File: src/rtl/cp0_ctrl_pkg.sv
// Shared CP0 constants: register numbers, exception codes, handler entry, PRId.
// Also holds the EXL state type used by the controller.
package cp0_ctrl_pkg;

  localparam logic [4:0] CP0_SR    = 5'd12;
  localparam logic [4:0] CP0_CAUSE = 5'd13;
  localparam logic [4:0] CP0_EPC   = 5'd14;
  localparam logic [4:0] CP0_PRID  = 5'd15;

  localparam logic [4:0] EXC_INT  = 5'd0;
  localparam logic [4:0] EXC_ADEL = 5'd4;
  localparam logic [4:0] EXC_ADES = 5'd5;
  localparam logic [4:0] EXC_RI   = 5'd10;
  localparam logic [4:0] EXC_OV   = 5'd12;

  localparam logic [31:0] HANDLER_ENTRY = 32'h0000_4180;
  localparam logic [31:0] PRID_VALUE    = 32'h2023_0701;

  typedef enum logic {
    ST_NORMAL  = 1'b0,
    ST_HANDLER = 1'b1
  } exl_state_e;

endpackage

File: src/rtl/cp0_ctrl.sv
// CP0 subset: SR, Cause, EPC and PRId, plus the interrupt/exception flush request.
// The EXL bit is the state of a two-state machine.
//   state      | meaning
//   ST_NORMAL  | EXL=0, interrupts and exceptions may be taken
//   ST_HANDLER | EXL=1, inside the handler, new requests ignored until eret
module cp0_ctrl
  import cp0_ctrl_pkg::*;
(
  input  logic        clk,
  input  logic        reset,
  input  logic [4:0]  addr,
  input  logic [31:0] wdata,
  input  logic        we,
  input  logic [31:0] pc_in,
  input  logic        bd_in,
  input  logic [4:0]  exc_code_in,
  input  logic [5:0]  hw_int,
  input  logic        eret,
  output logic        req,
  output logic [31:0] epc_out,
  output logic [31:0] rdata
);

  exl_state_e  r_state;
  exl_state_e  w_state_nxt;
  logic [5:0]  r_im;
  logic        r_ie;
  logic        r_bd;
  logic [5:0]  r_ip;
  logic [4:0]  r_exc_code;
  logic [31:0] r_epc;

  logic        w_exl;
  logic        w_int_req;
  logic        w_exc_req;
  logic        w_req;
  logic [31:0] w_pc_aligned;
  logic        w_unused_pc_bits;

  assign w_exl            = (r_state == ST_HANDLER);
  assign w_int_req        = r_ie & ~w_exl & (|(hw_int & r_im));
  assign w_exc_req        = ~w_exl & (exc_code_in != EXC_INT);
  assign w_req            = (w_int_req | w_exc_req) & ~reset;
  assign w_pc_aligned     = {pc_in[31:2], 2'b00};
  assign w_unused_pc_bits = ^pc_in[1:0];

  assign req     = w_req;
  assign epc_out = (we && addr == CP0_EPC) ? wdata : r_epc;

  always_comb begin
    w_state_nxt = r_state;
    if (w_req) begin
      w_state_nxt = ST_HANDLER;
    end else if (we && addr == CP0_SR) begin
      w_state_nxt = wdata[1] ? ST_HANDLER : ST_NORMAL;
    end else if (eret) begin
      w_state_nxt = ST_NORMAL;
    end
  end

  always_ff @(posedge clk) begin
    if (reset) begin
      r_state    <= ST_NORMAL;
      r_im       <= '0;
      r_ie       <= 1'b0;
      r_bd       <= 1'b0;
      r_ip       <= '0;
      r_exc_code <= '0;
      r_epc      <= '0;
    end else begin
      r_state <= w_state_nxt;
      r_ip    <= hw_int;
      // exception entry takes the cycle; a coincident mtc0 is dropped
      if (w_req) begin
        r_exc_code <= w_int_req ? EXC_INT : exc_code_in;
        r_bd       <= bd_in;
        r_epc      <= bd_in ? (w_pc_aligned - 32'd4) : w_pc_aligned;
      end else if (we) begin
        if (addr == CP0_SR) begin
          r_im <= wdata[15:10];
          r_ie <= wdata[0];
        end
        if (addr == CP0_EPC) begin
          r_epc <= wdata;
        end
      end
    end
  end

  always_comb begin
    rdata = '0;
    case (addr)
      CP0_SR:    rdata = {16'd0, r_im, 8'd0, w_exl, r_ie};
      CP0_CAUSE: rdata = {r_bd, 15'd0, r_ip, 3'd0, r_exc_code, 2'd0};
      CP0_EPC:   rdata = r_epc;
      CP0_PRID:  rdata = PRID_VALUE;
      default:   rdata = '0;
    endcase
  end

endmodule

File: config.mk
export PLATFORM = sky130hd
export DESIGN_NAME = cp0_ctrl
export DESIGN_NICKNAME = d
export VERILOG_FILES = /design/src/rtl/cp0_ctrl_pkg.sv /design/src/rtl/cp0_ctrl.sv
export SDC_FILE = /design/constraint.sdc
export NUM_CORES = 1
export LEC_CHECK = 0
export ABC_AREA = 1
export ABC_CLOCK_PERIOD_IN_PS = 1600
export BUFFER_PORTS_ARGS = -buffer_cell sky130_fd_sc_hd__buf_2
export CELL_PAD_IN_SITES_DETAIL_PLACEMENT = 0
export CELL_PAD_IN_SITES_GLOBAL_PLACEMENT = 2
export CORE_ASPECT_RATIO = 1.4
export CORE_MARGIN = 2
export CORE_UTILIZATION = 24
export DETAILED_ROUTE_END_ITERATION = 10
export GPL_TIMING_DRIVEN = 0
export PLACE_DENSITY_LB_ADDON = 0.1
export REMOVE_ABC_BUFFERS = 1
export SLEW_MARGIN = 20
export SYNTH_ARGS = -nofsm -noshare
export SYNTH_HDL_FRONTEND = slang
export SYNTH_SLANG_ARGS = --single-unit
File: constraint.sdc
create_clock -name clk -period 1.6 [get_ports clk]
set_input_delay 0.32 -clock clk [delete_from_list [all_inputs] [get_ports clk]]
set_output_delay 0.32 -clock clk [all_outputs]
set_load 0.02 [all_outputs]
# Word level (Yosys, flattened, before mapping)
# Index checks and enable logic that the tools add are counted.
[classes]
add_sub_neg = 1
mul = 0
div_mod_pow = 0
order_cmp = 0
eq_ne = 4
n_shift = 0
mux = 11
bitwise = 9
reduce_logical = 9
[ops]
columns = ["op", "n"]
rows = [
  ["$mux 32", 5],
  ["$pmux 32 s4", 1],
  ["$sub 32x3->32 const B", 1],
  ["$eq 5x4->1 const B", 4],
  ["$and 6x6->6", 1],
  ["$reduce_or 6->1", 1],
  ["$mux 5", 1],
  ["$reduce_bool 5->1", 1],
  ["$and 1x1->1", 4],
  ["$mux 1", 4],
  ["$reduce_bool 2->1", 2],
  ["$not 1->1", 3],
  ["$reduce_and 3->1", 1],
  ["$reduce_bool 3->1", 1],
  ["$logic_and 1x1->1", 2],
  ["$reduce_and 2->1", 1],
  ["$or 1x1->1", 1],
]
[word_totals]
register_bits = 52
latch_bits = 0
ram_bits = 0
romBits = 0
input_bits = 85
out_inout_bits = 65
wordCells = 41
mem_count = 0

# Longest topological paths before layout
[logic_depth]
depth_word = 7
mapped_depth = 13
mapped_depth_nobuf = 13

# Least setup slack after synthesis
# Ideal clock, no wire load.
[synth_path]
path_type = "input port to output port"
start = "input port addr[3]"
end = "output port rdata[14]"
arrival_ns = 1.403
t_required_ns = 1.280
slack_ns = -0.123
path_stages = 6
path_buffers = 2
cell_sequence = "nand2_1 nor2_4 nand2_2 clkbuf_1 clkbuf_1 o211ai_1"
[synth_via]
elab_chain_len = 2
word_cells_on_any_way = 5
cone_classes = "eq/ne (4); mux (1)"
[synth_lines]
columns = ["element", "line", "source"]
rows = [
  ["from (decl)", "cp0_ctrl.sv:11", "input logic [4:0] addr,"],
  ["$eq 5x4->1", "cp0_ctrl.sv:92", "case (addr)"],
  ["$pmux 32 s4 (*)", "cp0_ctrl.sv:92", ""],
  ["to (decl)", "cp0_ctrl.sv:21", "output logic [31:0] rdata"],
]
# Every way passes the cells marked *; elsewhere a longest branch is shown, timed or not.

# Final worst setup path
[layout_path]
start = "input port addr[2]"
end = "output port epc_out[24]"
[layout_via]
elab_chain_len = 3
[layout_lines]
columns = ["element", "line", "source"]
rows = [
  ["$eq 5x4->1", "cp0_ctrl.sv:48", "assign epc_out = (we && addr == CP0_EPC) ? wdata : r_epc;"],
  ["$logic_and 1x1->1", "cp0_ctrl.sv:48", ""],
  ["$mux 32", "cp0_ctrl.sv:48", ""],
  ["to (decl)", "cp0_ctrl.sv:20", "output logic [31:0] epc_out,"],
]
# Every way passes these cells.

==> metrics <==
vias per std cell=4.56; htree depth=2; nature of the critical path endpoint=output port; gate count of the mapped netlist=596; Syn Area/Cell=6.18 µm²; post-route setup TNS=-7.29 ns; drc violations=0; crit-path cells=buf_6, nand2_4, nor2_4, nand2_8, nor2_4, buf_12, buf_8, buf_16, nand2_2, o21ai_2, buf_6; Worst Clk Skew=0.00549 ns; pwr dens=590 nW/µm²; placed cells=919; crit path max fanout=8; Post-synth EDFFs=0; CP Buf/Inv Count=5; layout cells sized above 1=48.0%; GRT Total Usage=20.5%; post-route ant nets=0; maxcap violations=0; Final Wtd Congestion=0.794; outcome=finished with violations; Hold WC Path Type=input pin to flop; register area=1050 µm²; Place WS=-1.30 ns; Synth Flop Type=dfxtp_1; area leader, netlist=dfxtp_1; endpoints failing hold=0; post-synthesis cell type count=39; CTS clk-pin slew, worst paths=0.07 ns; routed len/inst=17.4 µm; Leak=2.97 nW; Die X=109 µm; initial antenna violation count=0; CP arrival=1.51 ns; Worst-Margin Slew=0.563 ns; CP top delay family=buffers and inverters; final slew viol count=0; Nets=874; fmax=545 MHz; final critical-path share of the clock period=115%; Peak VDD IR=0.000412 V; clock tree buffer depth=2; critical path class=input pin to output port; Initial Util=24.5%; antenna cells=0; Post-Layout Cell Count=981; crit path time final=1.83 ns; vias in the first global route=4455; Die Y=151 µm; Area growth syn-to-layout=79.1%; asr flop ratio synth=0%; failing checks=negative setup slack; synthesized cell area=3690 µm²; top cell type's share of synthesized area=28.2%; Max stage delay on crit path=0.16 ns; top cells by area, synth=dfxtp_1, nand2_1, nor2_1; total power=3.90 mW; post-synthesis sequential area ratio=28.2%; Setup Viol. Count Final=73; largest net degree at the start of global routing=30; core area=15100 µm²; kind of start point of the critical path=input pin; clock root buffer=clkbuf_16; Ys Warns=0; Worst Path Required=1.28 ns; CTS tree=yes; post-detail-place hpwl=11300 µm; number of detailed-route iterations in the first pass=6; final hold slack=0.237 ns; Fillers=1577; clock latency on the worst-skew pair=0.30 ns; Die ar.=16400 µm²; total gr overflow=0; CTS sink cnt=52; Port Buf Inserts=147; Relative slew margins=62.3%; Boundary Pins=150; Initial DRC Count=132; Routed WL=17100 µm; RSZ-0062 raised after global routing=true; # rows=53; global-route wire length before repair=24900 µm; TritonCTS Buffers=5; routed via count=4478; Multi-input gate area=2910 µm²; Max stage delay cell, worst path=nor2_4; fin worst setup slack=-0.235 ns; number of synthesized register bits=52
-- worst register-to-register path: stages, from the launching register on --
cell,delay (ns)
dfxtp_2,0.33
nand2_2,0.05
nand2_2,0.06
nor2_4,0.14
nand2_2,0.08
nand2_4,0.07
a21oi_4,0.06
clkbuf_16,0.17
buf_16,0.12
buf_4,0.15
buf_12,0.15
nand2_1,0.06
nand2_1,0.04
a21oi_1,0.12
-- power breakdown --
part           switching [mW]  leakage, nW  internal, mW
Sequential             0.0351        0.433          1.38
Clock                   0.537       0.0671         0.586
Combinational           0.754         2.47         0.601
-- state kept, by name (all words and copies together) (netlist names) --
signal,count
r_state,1
r_ie,1
r_ip,6
r_epc,32
r_im,6
r_exc_code,5
r_bd,1
-- kinds of logic (layout without fill, tap and decap cells) --
family	after synthesis	count (layout)	synth area share, %
buffers and inverters	112	303	12.5
xor gates and xnor gates	19	19	4.51
AOI/OAI and AO/OA	113	113	18.5
and+or+nand+nor	299	301	35.9
adders and majority gates	1	1	0.339
DFF	52	52	28.2
-- final timing paths --
check / slack (ns) / cells after the start / start / endpoint
worst min register to register: 0.47 / 2 / r_epc[27] / r_epc[27]
worst max register to register: -0.09 / 13 / r_im[4] / r_epc[8]
worst max-delay path: -0.23 / 11 / addr[2] / epc_out[24]
worst min-delay path: 0.24 / 3 / hw_int[4] / r_ip[4]
-- final cells by class --
type | count | share of cell area [%]
Multi-Input combinational cell | 434 | 44.2
Timing Repair Buffer | 202 | 28.5
Sequential cell | 52 | 15.9
Inverter | 92 | 5.54
Tap cell | 192 | 3.64
Clock buffer | 6 | 1.95
Clock inverter | 2 | 0.246
Timing Repair inverter | 1 | 0.0758
-- cells in the final DEF, fill, tap and decap left out, types with 3 or more instances in the layout --
cell type  synthesis  layout
a21oi_2            1       6
nand2_1          143     102
nand4_1            5       5
xor2_1            16      16
nand3_1           32      26
o21ai_4            0      14
o22ai_2            0       3
buf_12             0       6
buf_4              5      35
nand2_8            0       7
nand2_2            8      31
dfxtp_2            0       6
buf_8              0      10
a21oi_1           23      18
dfxtp_1           52      46
buf_16             0       7
buf_2              4      81
inv_2              6       5
o21ai_1           37      24
nor2_1            90      68
nand3_2            2       7
nor2_2             4       8
o22ai_1            7       4
inv_1             84      80
nand2_4            3      16
o21ai_2            6      21
nor2_4             8      26
a211oi_2           6       6
inv_4              0       3
buf_6              2      60
xnor2_1            3       3
o21ai_0           23       7
clkbuf_16          0       8
-- synth_stat cells (all sizes together) (2+ instances only) --
cell	instances
a211oi	7
a21oi	25
buf	11
clkbuf	9
clkinv	2
dfxtp	52
inv	90
nand2	154
nand3	34
nand4	5
nor2	102
nor3b	2
o211ai	2
o21ai	66
o221ai	2
o22ai	7
xnor2	3
xor2	16
-- what timing repair did --
action | in CTS | in global routing
hold buffers | 0 | 0
setup endpoints to repair | 109 | 89
setup buffers | 37 | 12
cloned | 9 | 2
gates resized for setup | 252 | 110
hold endpoints to repair | 0 | 0
pin swaps | 13 | 18
-- per-stage QoR --
step	util, %	cell area [µm²]
after detailed placement	30.9	4660
after floorplan	-	3570
after global placement	30.2	4550
final	43.8	6600
after global routing	43.8	6600
after CTS	40.7	6130
-- metal layers --
metal  wire, µm  track usage [%]  share of wire (%)
met1       7150             25.1                 42
met2       9120             38.2                 53
met3        508             1.65                3.0
met4        302             5.45                1.8
met5          0                0                  0
(Power assumes the default switching activity.)
